[config.mk]
export PLATFORM = sky130hd
export DESIGN_NAME = axi_lite_alu_slave
export DESIGN_NICKNAME = d
export VERILOG_FILES = /design/src/rtl/alu_axi_pkg.sv /design/src/rtl/top_simple_cpu.sv /design/src/rtl/axi_lite_alu_slave.sv
export SDC_FILE = /design/constraint.sdc
export NUM_CORES = 1
export LEC_CHECK = 0
export ABC_AREA = 0
export BUFFER_PORTS_ARGS = -buffer_cell sky130_fd_sc_hd__buf_4
export CAP_MARGIN = 40
export CORE_ASPECT_RATIO = 0.6
export CORE_MARGIN = 2
export CORE_UTILIZATION = 53
export CTS_CLUSTER_SIZE = 25
export DETAILED_ROUTE_END_ITERATION = 10
export GPL_ROUTABILITY_DRIVEN = 0
export PLACE_DENSITY = 0.82
export SLEW_MARGIN = 25
export SYNTH_ARGS = -nofsm -noshare
export SYNTH_HDL_FRONTEND = slang
export SYNTH_SLANG_ARGS = --single-unit
[constraint.sdc]
create_clock -name clk -period 7.8 [get_ports clk]
set_input_delay 0 -clock clk [delete_from_list [all_inputs] [get_ports clk]]
set_output_delay 0 -clock clk [all_outputs]
set_load 0.05 [all_outputs]
[src/rtl/alu_axi_pkg.sv]
// Shared definitions for the AXI4-Lite ALU peripheral:
// register offsets, response codes, opcodes and CMP encoding.
package alu_axi_pkg;

  localparam logic [3:0] A_OFF      = 4'h0;
  localparam logic [3:0] B_OFF      = 4'h4;
  localparam logic [3:0] CTRL_OFF   = 4'h8;
  localparam logic [3:0] RESULT_OFF = 4'hC;

  localparam logic [1:0] RESP_OKAY   = 2'b00;
  localparam logic [1:0] RESP_SLVERR = 2'b10;

  localparam logic [2:0] OP_ADD = 3'b000;
  localparam logic [2:0] OP_SHR = 3'b001;
  localparam logic [2:0] OP_POP = 3'b010;
  localparam logic [2:0] OP_CMP = 3'b011;

  localparam int CMP_LSB = 24;
  localparam int CMP_MSB = 25;

  localparam logic [1:0] CMP_EQ = 2'b00;
  localparam logic [1:0] CMP_GT = 2'b01;
  localparam logic [1:0] CMP_LT = 2'b10;

  typedef enum logic {W_IDLE, W_RESP} wst_t;
  typedef enum logic {R_IDLE, R_DATA} rst_t;

  function automatic logic [31:0] strb_merge(
    input logic [31:0] old,
    input logic [31:0] d,
    input logic [3:0]  st
  );
    logic [31:0] m;
    m = old;
    for (int i = 0; i < 4; i++)
      if (st[i]) m[8*i +: 8] = d[8*i +: 8];
    return m;
  endfunction

endpackage

[src/rtl/top_simple_cpu.sv]
// Sliced ALU: N_A slices of S bits, ripple carry between slices.
// Ops: add, shift-right-1, popcount, compare.
module top_simple_cpu
  import alu_axi_pkg::*;
#(
  parameter int S   = 4,
  parameter int N_A = 2
) (
  input  logic [S*N_A-1:0] i_a,
  input  logic [S*N_A-1:0] i_b,
  input  logic [2:0]       i_op,
  output logic [S*N_A-1:0] o_result,
  output logic [1:0]       o_cmp
);

  localparam int W = S * N_A;

  logic [N_A:0] w_c;
  logic [W-1:0] w_sum;
  logic [W-1:0] w_pop;

  assign w_c[0] = 1'b0;

  for (genvar g = 0; g < N_A; g++) begin : g_slice
    assign {w_c[g+1], w_sum[g*S +: S]} =
      {1'b0, i_a[g*S +: S]} +
      {1'b0, i_b[g*S +: S]} +
      {{S{1'b0}}, w_c[g]};
  end

  always_comb begin
    w_pop = '0;
    for (int i = 0; i < W; i++)
      w_pop = w_pop + W'(i_a[i]);
  end

  always_comb begin
    o_result = '0;
    o_cmp    = CMP_EQ;
    case (i_op)
      OP_ADD: o_result = w_sum;
      OP_SHR: o_result = i_a >> 1;
      OP_POP: o_result = w_pop;
      OP_CMP: o_cmp = (i_a > i_b) ? CMP_GT :
                      (i_a < i_b) ? CMP_LT : CMP_EQ;
      default: ;
    endcase
  end

  // Final carry out of the top slice is intentionally dropped (add wraps).
  logic w_unused;
  assign w_unused = w_c[N_A];

endmodule

[src/rtl/axi_lite_alu_slave.sv]
// AXI4-Lite register front-end for the sliced ALU.
// ALU_RESULT_REG_EN: register RESULT/CMP before the read mux.
module axi_lite_alu_slave
  import alu_axi_pkg::*;
#(
  parameter int S      = 4,
  parameter int N_A    = 2,
  parameter int ADDR_W = 4
) (
  input  logic              clk,
  input  logic              rst_n,
  input  logic [ADDR_W-1:0] s_awaddr,
  input  logic              s_awvalid,
  output logic              s_awready,
  input  logic [31:0]       s_wdata,
  input  logic [3:0]        s_wstrb,
  input  logic              s_wvalid,
  output logic              s_wready,
  output logic [1:0]        s_bresp,
  output logic              s_bvalid,
  input  logic              s_bready,
  input  logic [ADDR_W-1:0] s_araddr,
  input  logic              s_arvalid,
  output logic              s_arready,
  output logic [31:0]       s_rdata,
  output logic [1:0]        s_rresp,
  output logic              s_rvalid,
  input  logic              s_rready
);

  localparam int W = S * N_A;

  logic       r_live;
  wst_t       r_wst, w_wst_nxt;
  rst_t       r_rst, w_rst_nxt;
  logic       w_wacc, w_racc;
  logic       w_aw_oor, w_ar_oor;
  logic [1:0] w_aw_sel, w_ar_sel;

  logic [W-1:0] r_a, r_b;
  logic [2:0]   r_op;
  logic [W-1:0] w_alu_res, w_res_rd;
  logic [1:0]   w_alu_cmp, w_cmp_rd;

  logic [31:0] w_ma, w_mb, w_mc;
  logic [31:0] w_rword, r_rdata;
  logic [1:0]  w_rresp, r_rresp;
  logic [1:0]  w_bresp, r_bresp;

  assign w_aw_oor = |(s_awaddr >> 4);
  assign w_ar_oor = |(s_araddr >> 4);
  assign w_aw_sel = s_awaddr[3:2];
  assign w_ar_sel = s_araddr[3:2];

  assign w_bresp =
    (w_aw_oor || w_aw_sel == RESULT_OFF[3:2]) ?
    RESP_SLVERR : RESP_OKAY;

  // r_live holds arready low until the first edge out of reset.
  always_ff @(posedge clk) begin
    if (!rst_n) begin
      r_live <= 1'b0;
      r_wst  <= W_IDLE;
      r_rst  <= R_IDLE;
    end else begin
      r_live <= 1'b1;
      r_wst  <= w_wst_nxt;
      r_rst  <= w_rst_nxt;
    end
  end

  always_comb begin
    w_wst_nxt = r_wst;
    w_wacc    = 1'b0;
    unique case (r_wst)
      W_IDLE:
        if (r_live && s_awvalid && s_wvalid) begin
          w_wacc    = 1'b1;
          w_wst_nxt = W_RESP;
        end
      W_RESP:
        if (s_bready) w_wst_nxt = W_IDLE;
    endcase
  end

  always_comb begin
    w_rst_nxt = r_rst;
    w_racc    = 1'b0;
    unique case (r_rst)
      R_IDLE:
        if (r_live && s_arvalid) begin
          w_racc    = 1'b1;
          w_rst_nxt = R_DATA;
        end
      R_DATA:
        if (s_rready) w_rst_nxt = R_IDLE;
    endcase
  end

  assign s_awready = w_wacc;
  assign s_wready  = w_wacc;
  assign s_bvalid  = (r_wst == W_RESP);
  assign s_bresp   = r_bresp;
  assign s_arready = r_live && (r_rst == R_IDLE);
  assign s_rvalid  = (r_rst == R_DATA);
  assign s_rdata   = r_rdata;
  assign s_rresp   = r_rresp;

  assign w_ma = strb_merge(32'(r_a), s_wdata, s_wstrb);
  assign w_mb = strb_merge(32'(r_b), s_wdata, s_wstrb);
  assign w_mc = strb_merge(32'(r_op), s_wdata, s_wstrb);

  always_ff @(posedge clk) begin
    if (!rst_n) begin
      r_a     <= '0;
      r_b     <= '0;
      r_op    <= '0;
      r_bresp <= RESP_OKAY;
      r_rdata <= '0;
      r_rresp <= RESP_OKAY;
    end else begin
      if (w_wacc) begin
        r_bresp <= w_bresp;
        if (!w_aw_oor) begin
          unique case (1'b1)
            (w_aw_sel == A_OFF[3:2]):    r_a  <= w_ma[W-1:0];
            (w_aw_sel == B_OFF[3:2]):    r_b  <= w_mb[W-1:0];
            (w_aw_sel == CTRL_OFF[3:2]): r_op <= w_mc[2:0];
            default: ;
          endcase
        end
      end
      if (w_racc) begin
        r_rdata <= w_rword;
        r_rresp <= w_rresp;
      end
    end
  end

  top_simple_cpu #(
    .S   (S),
    .N_A (N_A)
  ) u_alu (
    .i_a      (r_a),
    .i_b      (r_b),
    .i_op     (r_op),
    .o_result (w_alu_res),
    .o_cmp    (w_alu_cmp)
  );

`ifdef ALU_RESULT_REG_EN
  logic [W-1:0] r_res;
  logic [1:0]   r_cmp;

  always_ff @(posedge clk) begin
    if (!rst_n) begin
      r_res <= '0;
      r_cmp <= '0;
    end else begin
      r_res <= w_alu_res;
      r_cmp <= w_alu_cmp;
    end
  end

  assign w_res_rd = r_res;
  assign w_cmp_rd = r_cmp;
`else
  assign w_res_rd = w_alu_res;
  assign w_cmp_rd = w_alu_cmp;
`endif

  always_comb begin
    w_rword = '0;
    w_rresp = RESP_OKAY;
    if (w_ar_oor) begin
      w_rresp = RESP_SLVERR;
    end else begin
      unique case (1'b1)
        (w_ar_sel == A_OFF[3:2]):    w_rword[W-1:0] = r_a;
        (w_ar_sel == B_OFF[3:2]):    w_rword[W-1:0] = r_b;
        (w_ar_sel == CTRL_OFF[3:2]): w_rword[2:0]   = r_op;
        (w_ar_sel == RESULT_OFF[3:2]): begin
          w_rword[W-1:0]           = w_res_rd;
          w_rword[CMP_MSB:CMP_LSB] = w_cmp_rd;
        end
        default: ;
      endcase
    end
  end

  // Byte-lane bits below the word select are don't-care.
  logic w_unused;
  assign w_unused = ^{s_awaddr[1:0], s_araddr[1:0]};

endmodule

# Word-level counts from Yosys, hierarchy flattened
# Cells that the tools add are included.
# totals
register_bits,34
inputBits,51
# classes
addsub,10
order_cmp,2
eq_ne,9
muxes,17
bitwise,2
n_reduce_logical,10
# ops
operator,count
$add 8x1->8,6
$pmux 8 s3,1
$pmux 5 s3,1
$pmux 3 s4,1
$mux 2,5
$reduce_and 3->1,3
$eq 2x2->1 const B,4
$gt 8x8->1,1
$lt 8x8->1,1
$mux 1,7
$eq 3x2->1 const B,2
$add 4x4->5,1
$add 4x1->4,1
$add 4x4->4,1
$eq 2x1->1 const B,2
$logic_and 1x1->1,4
$logic_not 2->1,2
$pmux 1 s2,2
$eq 3x1->1 const B,1
$logic_not 3->1,1
$add 1x1->2,1
$not 1->1,2

# Longest topological paths before layout
# Gate-level depths: netlist (run 1).
# logic_depth
depth_word,9
mapped_depth,13
mapped_depth_nobuf,13

# By module
# A second synthesis (run 1) with hierarchy kept.
# hier_totals
cells_unflattened,298
area_unflattened_um2,2544.9
# modules_own_cells
module,n_inst,cells_each,area_each_um2,seq_area_each_um2
axi_lite_alu_slave,1,193,1741.7,660.6
top_simple_cpu,1,105,803.3,0.0

# Worst setup path after synthesis (run 1)
# Ideal clock, no wire load.
# synth_path
path_type,register to register
start,register r_a[1]
end,register r_rdata[2] (netlist: s_rdata[2])
setup_time_ns,0.134
arrival_time_ns,2.858
path_slack_ns,4.808
path_stages_with_launch,13
n_path_buf,0
cell_sequence,dfxtp_1 -> ha_1 -> inv_1 -> fa_1 -> fa_1 -> fa_1 -> inv_1 -> fa_1 -> xor2_1 -> mux2i_1 -> o21ai_1 -> a221oi_1 -> a211oi_1
# synth_via
elab_chain_len,9
elab_cells_between_ends,10
classes_between,8 x add/sub; 2 x mux
# synth_rtl
element,line,text
start: declaration,axi_lite_alu_slave.sv:40,"logic [W-1:0] r_a, r_b;"
start signal: assignment,axi_lite_alu_slave.sv:126,(w_aw_sel == A_OFF[3:2]): r_a <= w_ma[W-1:0];
$add 1x1->2,top_simple_cpu.sv:34,w_pop = w_pop + W'(i_a[i]);
$add 8x1->8 (6 in a row),top_simple_cpu.sv:34,
$pmux 8 s3 (*),top_simple_cpu.sv:40,case (i_op)
$pmux 3 s4 (*),axi_lite_alu_slave.sv:178,unique case (1'b1)
end signal: assignment,axi_lite_alu_slave.sv:134,r_rdata <= w_rword;
end: declaration,axi_lite_alu_slave.sv:46,"logic [31:0] w_rword, r_rdata;"
# Every way passes the cells marked *; elsewhere a longest branch is shown, timed or not.
# A chain may end at the register's enable or synchronous reset.

# Worst setup path in the final report (run 1)
# Ends and elaborated chain as after synthesis.

==> results of run 1 <==
-- power breakdown --
group	total [mW]	leakage, nW	internal (mW)	switching [mW]
clock	0.132	0.0433	0.0697	0.0627
combinational	0.0733	0.953	0.0204	0.0528
sequential	0.174	0.267	0.171	0.00253
total	0.379	1.26	0.261	0.118
-- placed cells by master (no fill, tap or decap), types with 3 or more instances in the layout --
cell type      instances
nand2_1               14
dlygate4sd3_1         12
nor3_1                 3
nand3_1                6
o21ai_1                4
a21oi_1               14
conb_1                25
buf_4                 35
a31oi_1                4
nor2b_1                9
inv_1                 23
dfxtp_1               33
mux2i_1               31
nor2_1                36
ha_1                  17
fa_1                   7
o21ai_0                5
o22ai_1                3
clkbuf_8               6
-- final cells by class --
cell class / count / area share (%)
multi-input cells: 208 / 52.8
clock buffers: 6 / 3.00
clock inverters: 1 / 0.273
well taps: 60 / 2.73
flip-flops and latches: 33 / 24.0
inverters: 24 / 3.28
repair buffers: 47 / 13.9
-- flip-flops by register name (all words and copies together), names as in the netlist --
register,flops
r_op,3
r_a,8
r_live,1
s_bvalid,1
s_rvalid,1
s_bresp,1
s_rdata,10
r_b,8
-- cells by family (layout without fill, tap and decap cells) --
logic type               count (synthesis)  in the layout  synth area share (%)
buffers and inverters                   60             78                  14.0
AND/OR/NAND/NOR                         85             85                  17.8
XOR/XNOR                                 3              3                  1.12
adder cells (fa/ha/maj)                 24             24                  15.0
other                                    1             25                 0.160
multiplexers                            32             32                  13.7
flip-flops                              33             33                  28.1
AO/OA/AOI/OAI                           39             39                  10.1
-- worst max path at each step --
stage | endpoint | slack (ns) | cells past startpoint
after floorplan | s_rdata[2] | 4.81 | 12
after global placement | s_rdata[2] | 4.53 | 12
after detailed placement | s_rdata[2] | 4.53 | 12
after CTS | s_rdata[2] | 4.51 | 12
after global routing | s_rdata[2] | 4.26 | 12
final | s_rdata[2] | 4.50 | 12
-- worst max-delay path, cell delays in order, from the launching register on --
cell,delay (ns)
dfxtp_1,0.48
ha_1,0.29
inv_1,0.07
fa_1,0.42
fa_1,0.51
fa_1,0.19
inv_1,0.05
fa_1,0.38
xor2_1,0.15
mux2i_1,0.18
o21ai_1,0.08
a221oi_1,0.26
a211oi_1,0.10
-- metrics by stage --
| stage | setup slack [ns] | hold slack, ns | instance area (um^2) |
|---|---|---|---|
| floorplan | 4.81 | 0.0277 | 2440 |
| global placement | 4.53 | 0.164 | 2540 |
| detailed placement | 4.53 | 0.165 | 2540 |
| CTS | 4.51 | 0.00931 | 2750 |
| global route | 4.26 | 0.0597 | 2750 |
| finish | 4.50 | 0.0123 | 2750 |
-- layer usage --
layer / global-route usage [%] / up-vias
met5: 0 / -
met4: 5.27 / 0
met3: 5.15 / 4
met2: 31.6 / 61
met1: 30.7 / 887
li1: - / 959
-- timing repair --
| item | in CTS | in global routing |
|---|---|---|
| hold endpoints to repair | 25 | 0 |
| hold buffers | 12 | 0 |
| endpoints found under the setup margin | 0 | 0 |
==> results.json, run 1 <==
{
  "synth_seq_cells": 33,
  "top_layer": "met4",
  "num_antenna_cells": 0,
  "synth_edf_count": 0,
  "clockBufferDepth": 2,
  "slew_violations": 0,
  "cp_max_fo": 7,
  "hold_viol": 0,
  "yosysSeqAreaShare_pct": 28.1,
  "clock_sinks": 33,
  "cp-startpoint": "r_a[1]",
  "finalNonFillerCells": 379,
  "ctsResizeCount": 0,
  "slew_headroom_pct": 58.8,
  "setup_viol_count_final": 0,
  "worst_setup_path_start_kind": "flip-flop",
  "multiInputGateArea_um2": 1450,
  "seq_area_um2": 661,
  "clk_pin_slew_ns": 0.07,
  "numPortBuffers": 35,
  "hp-class": "in -> reg",
  "dieArea_um2": 5000,
  "synthDistinctLibCells": 42,
  "critPathKind": "reg -> reg",
  "htreeDepth": 2,
  "start_util_pct": 56.1,
  "routed_wl_um": 5060,
  "die_h_um": 55.6,
  "fin_crit_sh_pct": 42.3,
  "synth_warnings": 0,
  "area_delta_synth_final_pct": 17.0,
  "clk_latency_ns": 0.29,
  "dieWidth_um": 90.0,
  "synth_commonest_cells": "nor2_1, dfxtp_1, mux2i_1",
  "synth_top_cell_by_area": "dfxtp_1",
  "fmax_ghz": 0.303,
  "period_minus_slack_ns": 3.30,
  "vdd_drop_max_mv": 0.126,
  "crit_required_ns": 7.95,
  "power_density_nw_per_um2": 138,
  "cp_data_arrival_time_ns": 3.45,
  "status": "completed",
  "syn_inst": 277,
  "first_iter_violations": 95,
  "worstHoldEndpoint": "s_bvalid",
  "cts_setup_buffers": 0,
  "fin_nets": 394,
  "final_util_pct": 65.6,
  "drc_errors": 0,
  "hold_start": "s_bready",
  "cts_buffers": 5,
  "pin_count": 92,
  "synth_top_cells_by_area": "dfxtp_1, mux2i_1, ha_1, buf_4, fa_1",
  "synth.most_common_cell": "nor2_1",
  "cts_tree": "built",
  "rows": 18,
  "synth_area_per_cell_um2": 8.48,
  "ant_nets": 0,
  "antenna_found_initial": 0,
  "place_inst": 360,
  "reg2reg_to": "s_rdata[2]",
  "num_vias": 1911,
  "reg2reg_depth": 12,
  "fin_setup_tns_ns": 0,
  "end_kind": "flip-flop",
  "leakage_nw": 1.26,
  "wl_met1_um": 2520,
  "power_mw": 0.379,
  "grtUsageTotal_pct": 21.1,
  "ys.flop_type": "dfxtp_1",
  "via_per_inst": 5.04,
  "overflow": 0,
  "firstDrtPassIters": 4,
  "wl_met3_um": 397,
  "wire_per_inst_um": 13.4,
  "synth_top_area_share_pct": 28.1,
  "max-cap-violations": 0,
  "grt_pass1_vias": 1775,
  "hold_depth": 4,
  "dp_hpwl_um": 3880,
  "grt_max_degree": 29,
  "fill_cells": 364,
  "drive_gt1_share_pct": 14.7,
  "final.setup_skew_ns": 0.0106,
  "reg2reg_from": "r_a[1]",
  "routed-wl-met2_um": 2100,
  "r2r_slack_ns": 4.50,
  "core-area_um2": 4190,
  "synthArstFlopShare_pct": 0,
  "tightest_slew_ns": 0.615,
  "root_buffer": "clkbuf_8",
  "rsz0062_at_grt": "false",
  "grt_first_pass_wirelength_um": 8360,
  "netlist_area_um2": 2350
}
Power figures use the tool's default switching activity.
==> run 2: changes to the inputs <==
--- a/config.mk
+++ b/config.mk
@@ -10,11 +10,11 @@
 export CAP_MARGIN = 40
 export CORE_ASPECT_RATIO = 0.6
 export CORE_MARGIN = 2
-export CORE_UTILIZATION = 53
+export CORE_UTILIZATION = 44
 export CTS_CLUSTER_SIZE = 25
 export DETAILED_ROUTE_END_ITERATION = 10
 export GPL_ROUTABILITY_DRIVEN = 0
-export PLACE_DENSITY = 0.82
+export PLACE_DENSITY = 0.72
 export SLEW_MARGIN = 25
 export SYNTH_ARGS = -nofsm -noshare
 export SYNTH_HDL_FRONTEND = slang
==> constraint.sdc (replaced) <==
create_clock -name clk -period 2.8 [get_ports clk]
set_input_delay 0 -clock clk [delete_from_list [all_inputs] [get_ports clk]]
set_output_delay 0 -clock clk [all_outputs]
set_load 0.05 [all_outputs]
==> results.json, run 2 (same netlist as run 1, synthesis figures left out) <==
{
  "final_util_pct": 57.5,
  "ant_nets": 0,
  "via_per_inst": 4.85,
  "routed_wl_um": 5510,
  "sw_frac_of_total_pct": 32.5,
  "power_density_nw_per_um2": 370,
  "final_cell_mix": "buf_4, nor2_1, mux2i_1, dfxtp_1, conb_1",
  "violations": "setup timing",
  "vdd_drop_max_mv": 0.185,
  "drc_errors": 0,
  "max-cap-violations": 0,
  "final.setup_skew_ns": 0.00967,
  "setup_viol_count_final": 3,
  "worstHoldEndpoint": "s_bvalid",
  "final_common_cell": "buf_4",
  "end_kind": "flip-flop",
  "clockBufferDepth": 2,
  "htreeDepth": 2,
  "critPathKind": "reg -> reg",
  "grtUsageTotal_pct": 19.7,
  "tightest_slew_ns": 0.632,
  "core-area_um2": 5100,
  "hold_depth": 4,
  "r2r_slack_ns": -0.27,
  "fmax_ghz": 0.326,
  "hp-class": "in -> reg",
  "hold_ws_ns": 0.0127,
  "p_int_mw": 0.735,
  "clk_latency_ns": 0.30,
  "fin_crit_sh_pct": 110,
  "wire_per_inst_um": 13.7,
  "grt_max_degree": 29,
  "cp_max_fo": 2,
  "num_antenna_cells": 0,
  "clock_power_share_pct": 36.5,
  "worst_setup_path_start_kind": "flip-flop",
  "hold_start": "s_bready",
  "cp_data_arrival_time_ns": 3.23,
  "fin_nets": 409,
  "cts_buffers": 5,
  "clk_pin_slew_ns": 0.07,
  "dp_hpwl_um": 4110,
  "crit_required_ns": 2.96,
  "status": "complete, but fails checks",
  "slew_headroom_pct": 57.7,
  "firstDrtPassIters": 4,
  "antenna_found_initial": 0,
  "finalNonFillerCells": 401,
  "dp_slack_ns": -0.284,
  "overflow": 0,
  "area_delta_synth_final_pct": 25.0,
  "pin_count": 92,
  "rows": 20,
  "cts_tree": "built",
  "dieWidth_um": 98.3,
  "root_buffer": "clkbuf_8",
  "fin_setup_tns_ns": -0.407,
  "place_inst": 375,
  "reg2reg_depth": 12,
  "leakage_nw": 1.35,
  "first_iter_violations": 137,
  "numPortBuffers": 35,
  "hold_viol": 0,
  "dieArea_um2": 5960,
  "num_vias": 1943,
  "clock_sinks": 33,
  "slew_violations": 0,
  "reg2reg_from": "r_a[0]",
  "p_sw_mw": 0.353,
  "setup_ws_ns": -0.266,
  "grt_first_pass_wirelength_um": 8950,
  "power.share.combinational_pct": 19.2,
  "seq_power_share_pct": 44.3,
  "drive_gt1_share_pct": 23.3,
  "die_h_um": 60.6,
  "reg2reg_to": "s_rdata[2]",
  "start_util_pct": 46.0,
  "largest_reg_flops": 10,
  "grt_pass1_vias": 1779,
  "period_minus_slack_ns": 3.07,
  "rsz0062_at_grt": "true"
}
## run 2: cell types whose count changed in the layout (fill, tap and decap cells not counted), sizes merged
cell	change
buf	+15
clkinvlp	-1
clkinv	+2
## run 2: cell type report
cell class	instances	area (um^2)
fillers	499	2170
multi-input cells	208	1510
flip-flops and latches	33	663
repair buffers	62	499
inverters	24	90.1
clock buffers	6	82.6
well taps	66	82.6
clock inverters	2	13.8
## run 2: metal layers
layer / vias up / GRT usage (%) / wire length (um)
li1: 997 / - / -
met1: 868 / 30.2 / 2880
met2: 71 / 27.8 / 2130
met3: 7 / 4.49 / 442
met4: 0 / 5.48 / 60
met5: - / 0 / 0
## run 2: worst max-delay path: stages (launching register included)
cell and delay [ns]:
dfxtp_2 0.33, ha_1 0.28, inv_1 0.07, fa_1 0.42, fa_1 0.53, fa_2 0.23
inv_2 0.04, fa_2 0.32, xor2_1 0.14, mux2i_1 0.15, o21ai_1 0.08, a221oi_1 0.25
a211oi_1 0.10
## run 2: power groups by stage
| stage | Clock, mW | Combinational [mW] | Sequential, mW |
|---|---|---|---|
| after floorplan | 0 | 0.158 | 0.507 |
| after global placement | 0 | 0.191 | 0.493 |
| after detailed placement | 0 | 0.192 | 0.493 |
| after CTS | 0.402 | 0.207 | 0.482 |
| after global routing | 0.417 | 0.223 | 0.484 |
| final | 0.397 | 0.208 | 0.482 |
## run 2: worst max path at each step
stage / startpoint / endpoint / slack [ns]
after floorplan: r_a[0] / s_rdata[2] / -0.15
after global placement: r_a[0] / s_rdata[2] / -0.24
after detailed placement: r_a[0] / s_rdata[2] / -0.28
after CTS: r_a[0] / s_rdata[2] / -0.27
after global routing: r_a[0] / s_rdata[2] / -0.44
final: r_a[0] / s_rdata[2] / -0.27
## run 2: per-stage QoR
step | cell area, um^2 | total power [mW]
after floorplan | 2440 | 0.666
after global placement | 2620 | 0.684
after detailed placement | 2620 | 0.686
after CTS | 2850 | 1.09
after global routing | 2940 | 1.12
final | 2940 | 1.09
## run 2: repair_timing
item / 4_1_cts / 5_1_grt
buffers inserted: 1 / 5
pin swaps: 2 / 10
endpoints found under the setup margin: 2 / 5
hold endpoints to repair: 26 / 0
hold buffers: 12 / 0
resized for setup: 6 / 11
